### config.mk
export PLATFORM = sky130hd
export DESIGN_NAME = fifo36_to_ll8_flat
export DESIGN_NICKNAME = d
export VERILOG_FILES = /design/src/rtl/fifo36_to_ll8_if.sv /design/src/rtl/fifo36_to_ll8.sv /design/src/flat_wrapper.sv
export SDC_FILE = /design/constraint.sdc
export NUM_CORES = 1
export LEC_CHECK = 0
export CORE_MARGIN = 2
export CORE_UTILIZATION = 45
export CTS_CLUSTER_DIAMETER = 60
export DETAILED_ROUTE_END_ITERATION = 10
export HOLD_SLACK_MARGIN = 0.15
export PLACE_DENSITY = 0.79
export SETUP_SLACK_MARGIN = 0.2
export SYNTH_ARGS = -nofsm -noshare
export SYNTH_HDL_FRONTEND = slang
export SYNTH_SLANG_ARGS = --single-unit
### constraint.sdc
create_clock -name clock -period 4.35 [get_ports clock]
set_input_delay 0.87 -clock clock [delete_from_list [all_inputs] [get_ports clock]]
set_output_delay 0.87 -clock clock [all_outputs]
set_load 0.01 [all_outputs]
### src/rtl/fifo36_to_ll8_if.sv
// Framed 36-bit word input and 8-bit LocalLink byte output bundle.
`timescale 1ns/1ps
interface fifo36_to_ll8_if;
    logic [35:0] datain;
    logic        src_rdy_i;
    logic        dst_rdy_o;
    logic [7:0]  dataout;
    logic        sof_o;
    logic        eof_o;
    logic        src_rdy_o;
    logic        dst_rdy_i;

    modport slave (
        input  datain, src_rdy_i, dst_rdy_i,
        output dst_rdy_o, dataout, sof_o, eof_o, src_rdy_o
    );

    modport master (
        output datain, src_rdy_i, dst_rdy_i,
        input  dst_rdy_o, dataout, sof_o, eof_o, src_rdy_o
    );
endinterface

### src/rtl/fifo36_to_ll8.sv
// Unpacks 36-bit framed FIFO words into an 8-bit SOF/EOF byte stream.
// Define FIFO36_TO_LL8_FRAME_CHECK_EN to drop non-SOF words outside a packet.
`timescale 1ns/1ps
module fifo36_to_ll8 #(
    parameter bit LE = 1'b0
) (
    input logic            clock,
    input logic            reset,
    input logic            clear,
    fifo36_to_ll8_if.slave bus
);

    logic        valid_q, valid_d;
    logic [1:0]  idx_q, idx_d;
    logic [35:0] word_q, word_d;
    logic        in_pkt_q, in_pkt_d;

    logic        flush;
    logic [1:0]  last_idx;
    logic        last_byte;
    logic        xfer;
    logic        accept;
    logic        drop;
    logic        eof_byte;
    logic        live_pkt;
    logic [1:0]  lane;
    logic [7:0]  byte_sel;

    assign flush = reset | clear;

    // Occupancy 0 in an EOF word means all four bytes are valid.
    always_comb begin
        last_idx = 2'd3;
        if (word_q[33] && (word_q[35:34] != 2'd0))
            last_idx = word_q[35:34] - 2'd1;
    end

    assign last_byte = (idx_q == last_idx);
    assign xfer      = valid_q & bus.dst_rdy_i;
    assign eof_byte  = valid_q & word_q[33] & last_byte;

    assign bus.dst_rdy_o = ~flush &
                           (~valid_q | (last_byte & bus.dst_rdy_i));
    assign accept = bus.src_rdy_i & bus.dst_rdy_o;

    // Packet state as seen by a word arriving alongside the eof byte.
    assign live_pkt = in_pkt_q & ~(xfer & eof_byte);

`ifdef FIFO36_TO_LL8_FRAME_CHECK_EN
    assign drop = ~live_pkt & ~bus.datain[32];
`else
    assign drop = 1'b0;
`endif

    assign lane     = LE ? idx_q : ~idx_q;
    assign byte_sel = word_q[{lane, 3'b000} +: 8];

    assign bus.src_rdy_o = valid_q;
    assign bus.dataout   = valid_q ? byte_sel : 8'h00;
    assign bus.sof_o     = valid_q & word_q[32] & (idx_q == 2'd0);
    assign bus.eof_o     = eof_byte;

    always_comb begin
        valid_d  = valid_q;
        idx_d    = idx_q;
        word_d   = word_q;
        in_pkt_d = live_pkt;
        if (xfer) begin
            if (last_byte) begin
                valid_d = 1'b0;
                idx_d   = 2'd0;
            end else begin
                idx_d = idx_q + 2'd1;
            end
        end
        if (accept && bus.datain[32])
            in_pkt_d = 1'b1;
        if (accept && !drop) begin
            valid_d = 1'b1;
            idx_d   = 2'd0;
            word_d  = bus.datain;
        end
    end

    always_ff @(posedge clock) begin
        word_q <= word_d;
        if (flush) begin
            valid_q  <= 1'b0;
            idx_q    <= 2'd0;
            in_pkt_q <= 1'b0;
        end else begin
            valid_q  <= valid_d;
            idx_q    <= idx_d;
            in_pkt_q <= in_pkt_d;
        end
    end

endmodule

### src/flat_wrapper.sv
// flat-port wrapper written by rule: the top's interface ports become plain ports
module fifo36_to_ll8_flat 
#(
    parameter bit LE = 1'b0
)
  (clock, reset, clear, bus_datain, bus_src_rdy_i, bus_dst_rdy_i, bus_dst_rdy_o, bus_dataout, bus_sof_o, bus_eof_o, bus_src_rdy_o);
  fifo36_to_ll8_if bus_i ();
  input logic clock;
  input logic reset;
  input logic clear;
  input wire logic [$bits(bus_i.datain)-1:0] bus_datain;
  input wire logic [$bits(bus_i.src_rdy_i)-1:0] bus_src_rdy_i;
  input wire logic [$bits(bus_i.dst_rdy_i)-1:0] bus_dst_rdy_i;
  output wire logic [$bits(bus_i.dst_rdy_o)-1:0] bus_dst_rdy_o;
  output wire logic [$bits(bus_i.dataout)-1:0] bus_dataout;
  output wire logic [$bits(bus_i.sof_o)-1:0] bus_sof_o;
  output wire logic [$bits(bus_i.eof_o)-1:0] bus_eof_o;
  output wire logic [$bits(bus_i.src_rdy_o)-1:0] bus_src_rdy_o;
  assign bus_i.datain = bus_datain;
  assign bus_i.src_rdy_i = bus_src_rdy_i;
  assign bus_i.dst_rdy_i = bus_dst_rdy_i;
  assign bus_dst_rdy_o = bus_i.dst_rdy_o;
  assign bus_dataout = bus_i.dataout;
  assign bus_sof_o = bus_i.sof_o;
  assign bus_eof_o = bus_i.eof_o;
  assign bus_src_rdy_o = bus_i.src_rdy_o;
  fifo36_to_ll8 #(.LE(LE)) u_core (.clock(clock), .reset(reset), .clear(clear), .bus(bus_i));
endmodule
# Word level (Yosys, flattened, before mapping)
# Cells that the tools add are included.
[classes]
n_addsub = 2
eq_ne = 1
n_shift = 1
mux = 6
n_bitwise = 13
reduce_logical = 7
[op_table]
columns = ["cell", "count"]
rows = [
  ["$shiftx A36 B6 Y8", 1],
  ["$and A1 B1 Y1", 8],
  ["$mux W8", 1],
  ["$reduce_bool A2 Y1", 3],
  ["$mux W2", 2],
  ["$mux W1", 3],
  ["$add A2 B1 Y2 const B", 1],
  ["$eq A2 B2 Y1", 1],
  ["$logic_not A2 Y1", 1],
  ["$not A1 Y1", 2],
  ["$not A2 Y2", 1],
  ["$or A1 B1 Y1", 2],
  ["$reduce_and A2 Y1", 1],
  ["$reduce_or A2 Y1", 1],
  ["$sub A2 B1 Y2 const B", 1],
  ["$logic_and A1 B1 Y1", 1],
]
[totals]
register_bits = 39
in_bits = 41
out_inout_bits = 12
word_cells = 33

# Logic depth before layout (Yosys ltp)
# Gate-level depths: netlist of run 1.
[logic_depth]
word_depth = 10
ltp_mapped = 6
ltp_nobuf = 6

# Worst setup path after synthesis of run 1
# Ideal clock, no wire load.
[synth_path]
path_kind = "reg-to-reg"
from = "register u_core.word_q[34]"
to = "register u_core.word_q[0] (enable)"
setup_ns = 0.441
t_arrival_ns = 3.043
required_time_ns = 3.909
slack_ns = 0.865
stages_incl_launch_ff = 7
n_path_buf = 0
period_less_slack_ns = 3.485
path_cell_list = "edfxtp_1 -> inv_1 -> ha_1 -> and4bb_1 -> a32oi_2 -> a21bo_1 -> a21oi_1"
[synth_between]
elab_chain_len = 8
word_cells_on_any_way = 9
cone_classes = "1 x add/sub; 1 x eq/ne; 1 x mux; 4 x bitwise; 2 x reduce/logical"
[synth_lines]
columns = ["item", "line_no", "rtl"]
rows = [
  ["start: declaration", "fifo36_to_ll8.sv:15", "logic [35:0] word_q, word_d;"],
  ["start signal: assignment", "fifo36_to_ll8.sv:86", "word_q <= word_d;"],
  ["branches (longest 2 deep; another with $sub A2 B1 Y2)", "-", ""],
  ["$mux W2 *", "fifo36_to_ll8.sv:34", "if (word_q[33] && (word_q[35:34] != 2'd0))"],
  ["$eq A2 B2 Y1 *", "fifo36_to_ll8.sv:38", "assign last_byte = (idx_q == last_idx);"],
  ["$and A1 B1 Y1 *", "fifo36_to_ll8.sv:43", "(~valid_q | (last_byte & bus.dst_rdy_i));"],
  ["$or A1 B1 Y1 *", "fifo36_to_ll8.sv:43", ""],
  ["$and A1 B1 Y1 *", "fifo36_to_ll8.sv:42", "assign bus.dst_rdy_o = ~flush &"],
  ["$and A1 B1 Y1 *", "fifo36_to_ll8.sv:44", "assign accept = bus.src_rdy_i & bus.dst_rdy_o;"],
  ["net u_core.accept", "fifo36_to_ll8.sv:22", "logic accept;"],
]
# Mark *: on every way through the listed nets, which the timed path passes.
# A chain may end at the register's enable or synchronous reset.

# Worst setup path in the final report of run 1
[layout_path]
from = "register u_core.idx_q[0]"
to = "output bus_dst_rdy_o"
[layout_between]
elab_chain_len = 4
[layout_lines]
columns = ["item", "line_no", "rtl"]
rows = [
  ["start: declaration", "fifo36_to_ll8.sv:14", "logic [1:0] idx_q, idx_d;"],
  ["start signal: assignment", "fifo36_to_ll8.sv:93", "idx_q <= idx_d;"],
  ["$eq A2 B2 Y1", "fifo36_to_ll8.sv:38", ""],
  ["$and A1 B1 Y1", "fifo36_to_ll8.sv:43", ""],
  ["$or A1 B1 Y1", "fifo36_to_ll8.sv:43", ""],
  ["$and A1 B1 Y1", "fifo36_to_ll8.sv:42", ""],
  ["end: declaration", "flat_wrapper.sv:14", "output wire logic [$bits(bus_i.dst_rdy_o)-1:0] bus_dst_rdy_o;"],
]
# No other way between the ends.

==> summary.txt, run 1 <==
Pwr
  – Tot Pwr: 0.662 mW
  – Max VDD drop: between 0.15 and 0.2 mV
  – Leak: ~0.75 nW
  – Power Dens Cells: roughly 300 mW/mm^2

Die
  – Die Width: approximately 64 um
  – Die ar.: slightly above 0.004 sq mm
  – Starting Density: 0.474
  – Die height: roughly 64 um
  – IO Pins: between 50 and 60
  – Row count: 21
  – Placeable Area: 0.00339 sq mm

Clock tree
  – # hold bufs at CTS: 0
  – Clock sink count: 39
  – Clk Latency, worst-skew pair: approximately 0.33 ns
  – Num CTS Buffers: 5
  – CTS Buffer Depth: 2
  – CTS Root Cell: clkbuf_4
  – TritonCTS clock tree: built
  – Post-CTS sizing: 0
  – Htree depth: 2
  – Post-CTS setup buffer count: 0
  – CTS clk-pin slew, worst paths: roughly 0.09 ns

Finish
  – Share of layout cells above drive strength 1: 0.121
  – Util after Layout: 0.658
  – Ant diodes: 0
  – Area growth from synthesis to layout: 38.8%
  – NumNets Final: about 190
  – Non-Filler Instances: 195
  – Post-Layout Inst Area: 0.00223 sq mm

Route
  – Detailed Route WL: 2.81 mm
  – Drt wl/cell: approximately 14 um
  – Vias/cell: between 5 and 6
  – Number of routed nets with antenna violations: 0
  – DRC: 0
  – Starting DRT DRC Count: 38
  – Vias: between 900 and 1000
  – DR pass1 iterations: 4

Timing
  – Worst-case hold slack: 0.729 ns
  – Setup violators final: 0
  – Worst-Margin Slew: roughly 1.1 ns
  – Unrepaired setup endpoints after global routing: no
  – Worst Slack Setup Final: ~1 ns
  – Fmax: approximately 300 MHz
  – Clock skew: about 0.011 ns
  – Final Critical Period: about 3.4 ns
  – Fin. Hold Viols: 0
  – Fin. max-slew vios: 0
  – Tcrit/Tclk final: 0.771
  – Setup_tns: 0 ns
  – Slew HR: 0.276

Synth
  – Largest family of logic cells by synthesized area: multiplexers
  – XOR/XNOR share of the synthesized area: 0.00545
  – Post-synth EDFFs: 36
  – Post-synthesis sequential area ratio: 0.710
  – Top FF cell, synth: edfxtp_1
  – Gate Count Post-Synth: 92
  – Mapped Avg Cell Area: approximately 17 sq um
  – Syn. warnings: 0
  – Mapped Nets: between 100 and 150
  – Share of synthesized flip-flops with an asynchronous set or reset: 0
  – Synth Area in Compound Gates: 0.0436
  – Adder-Cell Fraction of Synth Area: 0.0156
  – Cell variety after synth: 26
  – Post-synthesis mux area share: 0.112
  – Synth Register Bits: 39
  – Synth Area in Simple Gates: 0.0841
  – Post-Syn Area: 0.00161 sq mm

Global route
  – Vias in the first global route: between 1000 and 1500
  – Initial antenna violation count: 0
  – Met2 Resource Use GR: 0.250
  – First-pass GRT wire length: roughly 4.7 mm
  – Aggregate global-route resource usage: 0.159
  – GR peak layer: met2
  – Global route overflow: 0
  – Global Route met3 Usage: 0.0704
  – Largest net degree at the start of global routing: 37
  – M1 GR Usage: 0.190

Place
  – Post-Place Worst Slack: between 1 and 1.5 ns
  – GPL Wtd Cong: between 0.7 and 0.8
  – Placed cells: between 150 and 200
  – HPWL after DPL: just over 2 mm
  – Number of port buffers: 52
  – Area after DPL: 0.00218 sq mm

Critical path
  – Max incr delay on CP: around 0.75 ns
  – Max Fanout on Critical Path: 12
  – Cell at the slowest stage of the critical path: dfxtp_1
  – Delay-heaviest family, CP: flip-flops
  – Kind of critical path: flop to output pin
  – WP buf/inv: 1
  – Setup crit end kind: output pin
  – CP required: about 3.5 ns
  – Worst EP arrival: approximately 2.5 ns
  – Critical Path Source Type: flop
  – Crit path cell chain: and4bb_1 -> a32oi_2 -> a21bo_1 -> a21boi_1 -> clkdlybuf4s50_1

Run status
  – Status: completed

Min path
  – Hold Path Class: flop to flop

Flow run
  – Max-cap viol count: 0
-- power by group --
part	switching, mW	internal [mW]
sequential	0.00668	0.422
combinational	0.0205	0.0477
clock	0.103	0.0630
-- metal layers --
| metal | share of wire | up-vias |
|---|---|---|
| met2 | 0.49 | 43 |
| li1 | - | 469 |
| met4 | 0.015 | 0 |
| met1 | 0.42 | 461 |
| met3 | 0.071 | 5 |
| met5 | 0 | - |
-- final timing paths --
path | start | end | slack (ns) | cells past startpoint
max | u_core.idx_q[0] | bus_dst_rdy_o | 1.0 | 5
min | u_core.idx_q[1] | u_core.idx_q[1] | 0.73 | 2
max reg2reg | u_core.idx_q[0] | u_core.word_q[1] | 1.65 | 4
min reg2reg | u_core.idx_q[1] | u_core.idx_q[1] | 0.73 | 2
-- registers in the layout, indices dropped and copies added, names as in the netlist --
signal	flops
u_core.bus.src_rdy_o	1
u_core.idx_q	2
u_core.word_q	36
-- synthesized netlist by cell type, types with 2 or more instances --
cell type | n | area [sq um]
edfxtp_1 | 36 | 1080
and2_1 | 8 | 50.1
mux4_2 | 8 | 180
inv_1 | 7 | 26.3
nand2_1 | 4 | 15.0
a21oi_1 | 3 | 15.0
dfxtp_1 | 3 | 60.1
nand4_1 | 3 | 18.8
ha_1 | 2 | 25.0
nor2_1 | 2 | 7.51
-- logic make-up after synthesis --
family,Yosys count
buffers and inverters,11
AND/OR/NAND/NOR,22
AO/OA/AOI/OAI,9
XOR/XNOR,1
adder cells (fa/ha/maj),2
multiplexers,8
flip-flops,39
-- layout make-up --
cell class | instances | area, sq um
multi-input combinational | 42 | 430
clock buffer | 7 | 45.0
fill | 258 | 1160
clock inverter | 1 | 5.00
timing repair buffer | 52 | 520
inverter | 8 | 30.0
sequential | 39 | 1140
tap | 46 | 57.6
-- tightest hold or removal path, delay by kind of cell (launching register included) --
family,cells,cell delay (ns)
flip-flops,1,0.50
AND/OR/NAND/NOR,1,0.13
AO/OA/AOI/OAI,1,0.05
-- cell usage in the layout, fill, tap and decap left out, drive strengths merged, types with 3 or more instances in the layout --
cell / netlist / final
nand4: 3 / 3
mux4: 8 / 8
nand2: 4 / 4
clkdlybuf4s50: 0 / 52
dfxtp: 3 / 3
inv: 8 / 8
clkbuf: 1 / 7
a21oi: 3 / 3
edfxtp: 36 / 36
and2: 8 / 8
Note: power is estimated with default switching activity, not from simulation.
==> run 2, diff against run 1 <==
==> constraint.sdc (replaced) <==
create_clock -name clock -period 3.4 [get_ports clock]
set_input_delay 0.68 -clock clock [delete_from_list [all_inputs] [get_ports clock]]
set_output_delay 0.68 -clock clock [all_outputs]
set_load 0.01 [all_outputs]
==> run 2 against run 1 <==
  * First-iteration DRC count grew 39%
  * Routed wire length grew 5.7%
  * Count of clock-buffer cells in the layout shrank 2
  * Sequential power grew 28%
  * Largest power group unchanged
  * Worst hold slack lost 0.010 ns
==> summary.txt, run 2 (synthesis gave the netlist of run 1 again) <==
Run status
  – Status: completed (unchanged)

Min path
  – Hold Path Class: flop to flop (unchanged)

Place
  – Number of port buffers: 52 (unchanged)
  – GPL Wtd Cong: 0.641 (was 0.738)
  – Placed cells: 191 (was 187)
  – HPWL after DPL: 2.29 mm (was 2.02 mm)

Die
  – Die Width: 63.8 um (unchanged)
  – IO Pins: 53 (unchanged)
  – Row count: 21 (unchanged)
  – Placeable Area: 0.00339 sq mm (unchanged)
  – Die ar.: 0.00406 sq mm (unchanged)
  – Starting Density: 0.474 (unchanged)
  – Die height: 63.8 um (unchanged)

Pwr
  – Max VDD drop: 0.313 mV (was 0.183 mV)
  – Leak: 0.770 nW (was 0.748 nW)
  – Power Dens Cells: 379 mW/mm^2 (was 297 mW/mm^2)

Flow run
  – Max-cap viol count: 0 (unchanged)

Finish
  – Util after Layout: 0.667 (was 0.658)
  – Leading cell types in the layout, fill and taps excluded: clkdlybuf4s50_1 (51), edfxtp_1 (36), mux4_2 (8), and2_1 (8), inv_1 (7) (was clkdlybuf4s50_1 (52), edfxtp_1 (36), mux4_2 (8), and2_1 (8), inv_1 (7))
  – Most flop-heavy register: u_core.word_q (unchanged)
  – # fillers: 254 (was 258)
  – Max reg flops: 36 (unchanged)
  – Commonest non-fill, non-tap cell in the layout: clkdlybuf4s50_1 (unchanged)
  – Multi-input gate area: 430 sq um (unchanged)
  – Register area: 0.00114 sq mm (unchanged)
  – Non-Filler Instances: 199 (was 195)
  – Ant diodes: 0 (unchanged)
  – Area growth from synthesis to layout: 40.7% (was 38.8%)
  – NumNets Final: 195 (was 191)
  – Share of layout cells above drive strength 1: 0.144 (was 0.121)

Global route
  – Vias in the first global route: 1098 (was 1053)
  – Initial antenna violation count: 0 (unchanged)
  – Global route overflow: 0 (unchanged)
  – Aggregate global-route resource usage: 0.162 (was 0.159)
  – First-pass GRT wire length: 4.80 mm (was 4.68 mm)
  – Largest net degree at the start of global routing: 19 (was 37)

Route
  – Vias: 991 (was 978)
  – DR pass1 iterations: 4 (unchanged)
  – Vias/cell: 4.98 (was 5.02)
  – Detailed Route WL: 2.97 mm (was 2.81 mm)
  – DRC: 0 (unchanged)
  – Starting DRT DRC Count: 53 (was 38)
  – Drt wl/cell: 14.9 um (was 14.4 um)
  – Number of routed nets with antenna violations: 0 (unchanged)

Clock tree
  – Clock sink count: 39 (unchanged)
  – CTS Root Cell: clkbuf_4 (unchanged)
  – TritonCTS clock tree: built (unchanged)
  – Num CTS Buffers: 5 (unchanged)
  – CTS clk-pin slew, worst paths: 0.12 ns (was 0.09 ns)
  – Htree depth: 2 (unchanged)
  – Post-CTS setup buffer count: 0 (unchanged)
  – CTS Buffer Depth: 2 (unchanged)
  – Clk Latency, worst-skew pair: 0.34 ns (was 0.33 ns)

Critical path
  – CP required: 2.72 ns (was 3.48 ns)
  – FF-to-FF setup slack: 0.89 ns (was 1.65 ns)
  – Kind of critical path: flop to output pin (unchanged)
  – Setup crit end kind: output pin (unchanged)
  – Critical Path Source Type: flop (unchanged)
  – Max Fanout on Critical Path: 4 (was 12)
  – Worst EP arrival: 2.32 ns (was 2.48 ns)

Timing
  – Fin. Hold Viols: 0 (unchanged)
  – Slew HR: 0.620 (was 0.276)
  – Fin. max-slew vios: 0 (unchanged)
  – Worst-case hold slack: 0.719 ns (was 0.729 ns)
  – Worst-Margin Slew: 0.560 ns (was 1.08 ns)
  – Setup violators final: 0 (unchanged)
  – Clock skew: 0.0102 ns (was 0.0110 ns)
  – Tcrit/Tclk final: 0.882
  – Fmax: ~330 MHz
  – Final Critical Period: roughly 3 ns
  – Unrepaired setup endpoints after global routing: no (unchanged)
  – Setup_tns: 0 ns (unchanged)
[run 2: changes by cell type in the layout (fill, tap and decap cells not counted), sizes merged]
cell / delta
clkbuf: -2
dlygate4sd2: +1
clkinvlp: +1
buf: +4
clkdlybuf4s50: -1
clkinv: +1
[run 2: worst paths after layout]
path	start	to	cells past startpoint
worst max-delay path	u_core.word_q[34]	bus_dst_rdy_o	7
worst min-delay path	u_core.idx_q[0]	u_core.idx_q[0]	2
worst max register to register	u_core.word_q[34]	u_core.word_q[20]	7
worst min register to register	u_core.idx_q[0]	u_core.idx_q[0]	2
[run 2: layout make-up]
cell class                 instances  share of cell area
inverter                           8              0.0133
clock inverter                     3             0.00664
tap                               46              0.0255
timing repair buffer              56               0.243
sequential                        39               0.505
clock buffer                       5              0.0166
multi-input combinational         42               0.190
[run 2: critical path, cell delays in order, from the launching register on]
cell	delay, ns
edfxtp_1	0.39
inv_1	0.06
ha_1	0.32
nor2_1	0.05
o311ai_1	0.48
a21bo_1	0.26
a21boi_1	0.10
dlygate4sd2_1	0.32
[run 2: what timing repair did]
action | in CTS | in global routing
hold endpoints to repair | 0 | 0
gates resized for setup | 1 | 0
setup endpoints to repair | 1 | 0
hold buffers | 0 | 0
[run 2: per-stage QoR]
step	total power, mW	instance area (sq um)	worst slack [ns]
CTS	0.866	2260	0.380
global route	0.897	2260	0.226
finish	0.857	2260	0.402
global placement	0.645	2210	0.581
detailed placement	0.649	2210	0.530
floorplan	0.581	1610	0.714
[run 2: report_power, final]
group	total, mW	switching [mW]	internal, mW
Combinational	0.0893	0.0274	0.0619
Clock	0.221	0.145	0.0759
Sequential	0.547	0.00801	0.539
Total	0.857	0.180	0.677
[run 2: routing by layer]
| layer | track usage | vias up | wire, um |
|---|---|---|---|
| li1 | - | 475 | - |
| met4 | 0.0652 | 0 | 44 |
| met1 | 0.178 | 471 | 1140 |
| met2 | 0.284 | 39 | 1610 |
| met5 | 0 | - | 0 |
| met3 | 0.0581 | 6 | 173 |
==> run 3, diff against run 2 <==
--- a/config.mk
+++ b/config.mk
@@ -9,9 +9,10 @@
 export CORE_UTILIZATION = 45
 export CTS_CLUSTER_DIAMETER = 60
 export DETAILED_ROUTE_END_ITERATION = 10
+export DONT_BUFFER_PORTS = 1
 export HOLD_SLACK_MARGIN = 0.15
-export PLACE_DENSITY = 0.79
 export SETUP_SLACK_MARGIN = 0.2
+export SKIP_LAST_GASP = 1
 export SYNTH_ARGS = -nofsm -noshare
 export SYNTH_HDL_FRONTEND = slang
 export SYNTH_SLANG_ARGS = --single-unit
==> run 3 against run 2 <==
  * Non-clock buffer count down 55
  * Routed wire length down 8.8%
  * Global-route usage down 1.2 points
  * Sequential share of layout area up 14 points
  * Critical endpoint unchanged
  * Largest power group unchanged
  * Highest routed layer unchanged
==> summary.txt, run 3 (synthesis gave the netlist of run 1 again) <==
Run status
  – Status: completed (unchanged)

Critical path
  – Setup crit end kind: output pin (unchanged)
  – CP required: 2.72 ns (about the same)
  – Critical Path Source Type: flop (unchanged)
  – Worst EP arrival: 2.08 ns (was 2.32 ns)
  – Kind of critical path: flop to output pin (unchanged)
  – Max Fanout on Critical Path: 12 (was 4)

Clock tree
  – CTS Buffer Depth: 2 (unchanged)
  – CTS clk-pin slew, worst paths: 0.13 ns (was 0.12 ns)
  – Htree depth: 2 (unchanged)
  – TritonCTS clock tree: built (unchanged)
  – CTS Root Cell: clkbuf_4 (unchanged)
  – Num CTS Buffers: 5 (unchanged)
  – Post-CTS sizing: 0 (was 1)
  – Clk Latency, worst-skew pair: 0.35 ns (was 0.34 ns)
  – Post-CTS setup buffer count: 0 (unchanged)
  – Clock sink count: 39 (unchanged)
  – # hold bufs at CTS: 0 (unchanged)

Timing
  – Unrepaired setup endpoints after global routing: no (unchanged)
  – Final Critical Period: 2.76 ns (was 3.00 ns)
  – Fin. Hold Viols: 0 (unchanged)
  – Fmax: 362 MHz (was 334 MHz)
  – Setup violators final: 0 (unchanged)
  – Worst-Margin Slew: 0.679 ns (was 0.560 ns)
  – Clock skew: 0.0184 ns (was 0.0102 ns)
  – Tcrit/Tclk final: 0.812 (was 0.882)
  – Setup_tns: 0 ns (unchanged)
  – Slew HR: 0.547 (was 0.620)
  – Fin. max-slew vios: 0 (unchanged)

Pwr
  – Max VDD drop: 0.338 mV (was 0.313 mV)
  – Power Dens Cells: 505 mW/mm^2 (was 379 mW/mm^2)
  – Tot Pwr: 0.889 mW (was 0.857 mW)
  – Leak: 0.572 nW (was 0.770 nW)

Die
  – Placeable Area: 0.00339 sq mm (unchanged)
  – IO Pins: 53 (unchanged)
  – Row count: 21 (unchanged)
  – Die height: 63.8 um (unchanged)
  – Die ar.: 0.00406 sq mm (unchanged)
  – Starting Density: 0.474 (unchanged)
  – Die Width: 63.8 um (unchanged)

Global route
  – Global route overflow: 0 (unchanged)
  – Largest net degree at the start of global routing: 20 (was 19)
  – Initial antenna violation count: 0 (unchanged)
  – Vias in the first global route: 843 (was 1098)
  – Aggregate global-route resource usage: 0.150 (was 0.162)
  – First-pass GRT wire length: 4.32 mm (was 4.80 mm)

Finish
  – Post-Layout Inst Area: 0.00176 sq mm (was 0.00226 sq mm)
  – Multi-input gate area: 430 sq um (unchanged)
  – Ant diodes: 0 (unchanged)
  – Max reg flops: 36 (unchanged)
  – NumNets Final: 140 (was 195)
  – Leading cell types in the layout, fill and taps excluded: edfxtp_1 (36), mux4_2 (8), and2_1 (8) (was clkdlybuf4s50_1 (51), edfxtp_1 (36), mux4_2 (8), and2_1 (8), inv_1 (7))
  – Register area: 0.00114 sq mm (unchanged)
  – Most flop-heavy register: u_core.word_q (unchanged)
  – Commonest non-fill, non-tap cell in the layout: edfxtp_1 (was clkdlybuf4s50_1)
  – Area growth from synthesis to layout: 9.50% (was 40.7%)
  – Share of layout cells above drive strength 1: 0.204 (was 0.144)
  – # fillers: 278 (was 254)

Place
  – HPWL after DPL: 1.92 mm (was 2.29 mm)
  – GPL Wtd Cong: 0.759 (was 0.641)
  – Area after DPL: 0.00168 sq mm (was 0.00221 sq mm)
  – Number of port buffers: 0 (was 52)

Route
  – Detailed Route WL: 2.71 mm (was 2.97 mm)
  – Vias/cell: 5.43 (was 4.98)
  – DRC: 0 (unchanged)
  – DR pass1 iterations: 4 (unchanged)
  – Vias: 782 (was 991)
  – Number of routed nets with antenna violations: 0 (unchanged)
  – Drt wl/cell: 18.8 um (was 14.9 um)
  – Starting DRT DRC Count: 26 (was 53)

Min path
  – Hold Path Class: input port to flop (was flop to flop)

Flow run
  – Max-cap viol count: 0 (unchanged)
-- run 3: critical path, stage by stage (launching register included) --
cell	delay [ns]
dfxtp_1	0.78
and4bb_1	0.30
a32oi_2	0.15
a21bo_1	0.24
a21boi_1	0.27
-- run 3: path summary, 6_finish.rpt --
kind	from	endpoint	slack, ns	cells past startpoint
setup reg to reg	u_core.idx_q[0]	u_core.word_q[11]	0.87	5
setup / recovery	u_core.idx_q[0]	bus_dst_rdy_o	0.64	4
hold reg to reg	u_core.idx_q[1]	u_core.idx_q[1]	0.74	2
hold / removal	bus_datain[29]	u_core.word_q[29]	0.41	0
-- run 3: power breakdown --
| group | switching [mW] | total [mW] | internal (mW) |
|---|---|---|---|
| logic | 0.0174 | 0.0307 | 0.0133 |
| clock network | 0.154 | 0.309 | 0.155 |
| registers | 0.00931 | 0.549 | 0.539 |
| total | 0.181 | 0.889 | 0.708 |
-- run 3: final cells by class --
| class | instances | area share |
|---|---|---|
| clock buffer | 5 | 0.0213 |
| tap | 46 | 0.0327 |
| inverter | 8 | 0.0171 |
| clock inverter | 3 | 0.0242 |
| sequential | 39 | 0.649 |
| timing repair buffer | 1 | 0.0114 |
| multi-input combinational | 42 | 0.245 |
-- run 3: stage by stage --
stage / hold slack, ns / worst slack [ns] / cells / util
after floorplan: 0.566 / 0.714 / 92 / -
after global placement: 0.735 / 0.861 / 136 / 0.495
after detailed placement: 0.738 / 0.834 / 136 / 0.495
after CTS: 0.387 / 0.559 / 144 / 0.519
after global routing: 0.374 / 0.457 / 144 / 0.519
final: 0.411 / 0.640 / 144 / 0.519
-- run 3: routing by layer --
metal / part of all wire / vias up / global-route usage
li1: - / 367 / -
met1: 0.39 / 377 / 0.163
met2: 0.51 / 30 / 0.246
met3: 0.072 / 8 / 0.0634
met4: 0.030 / 0 / 0.0842
met5: 0 / - / 0
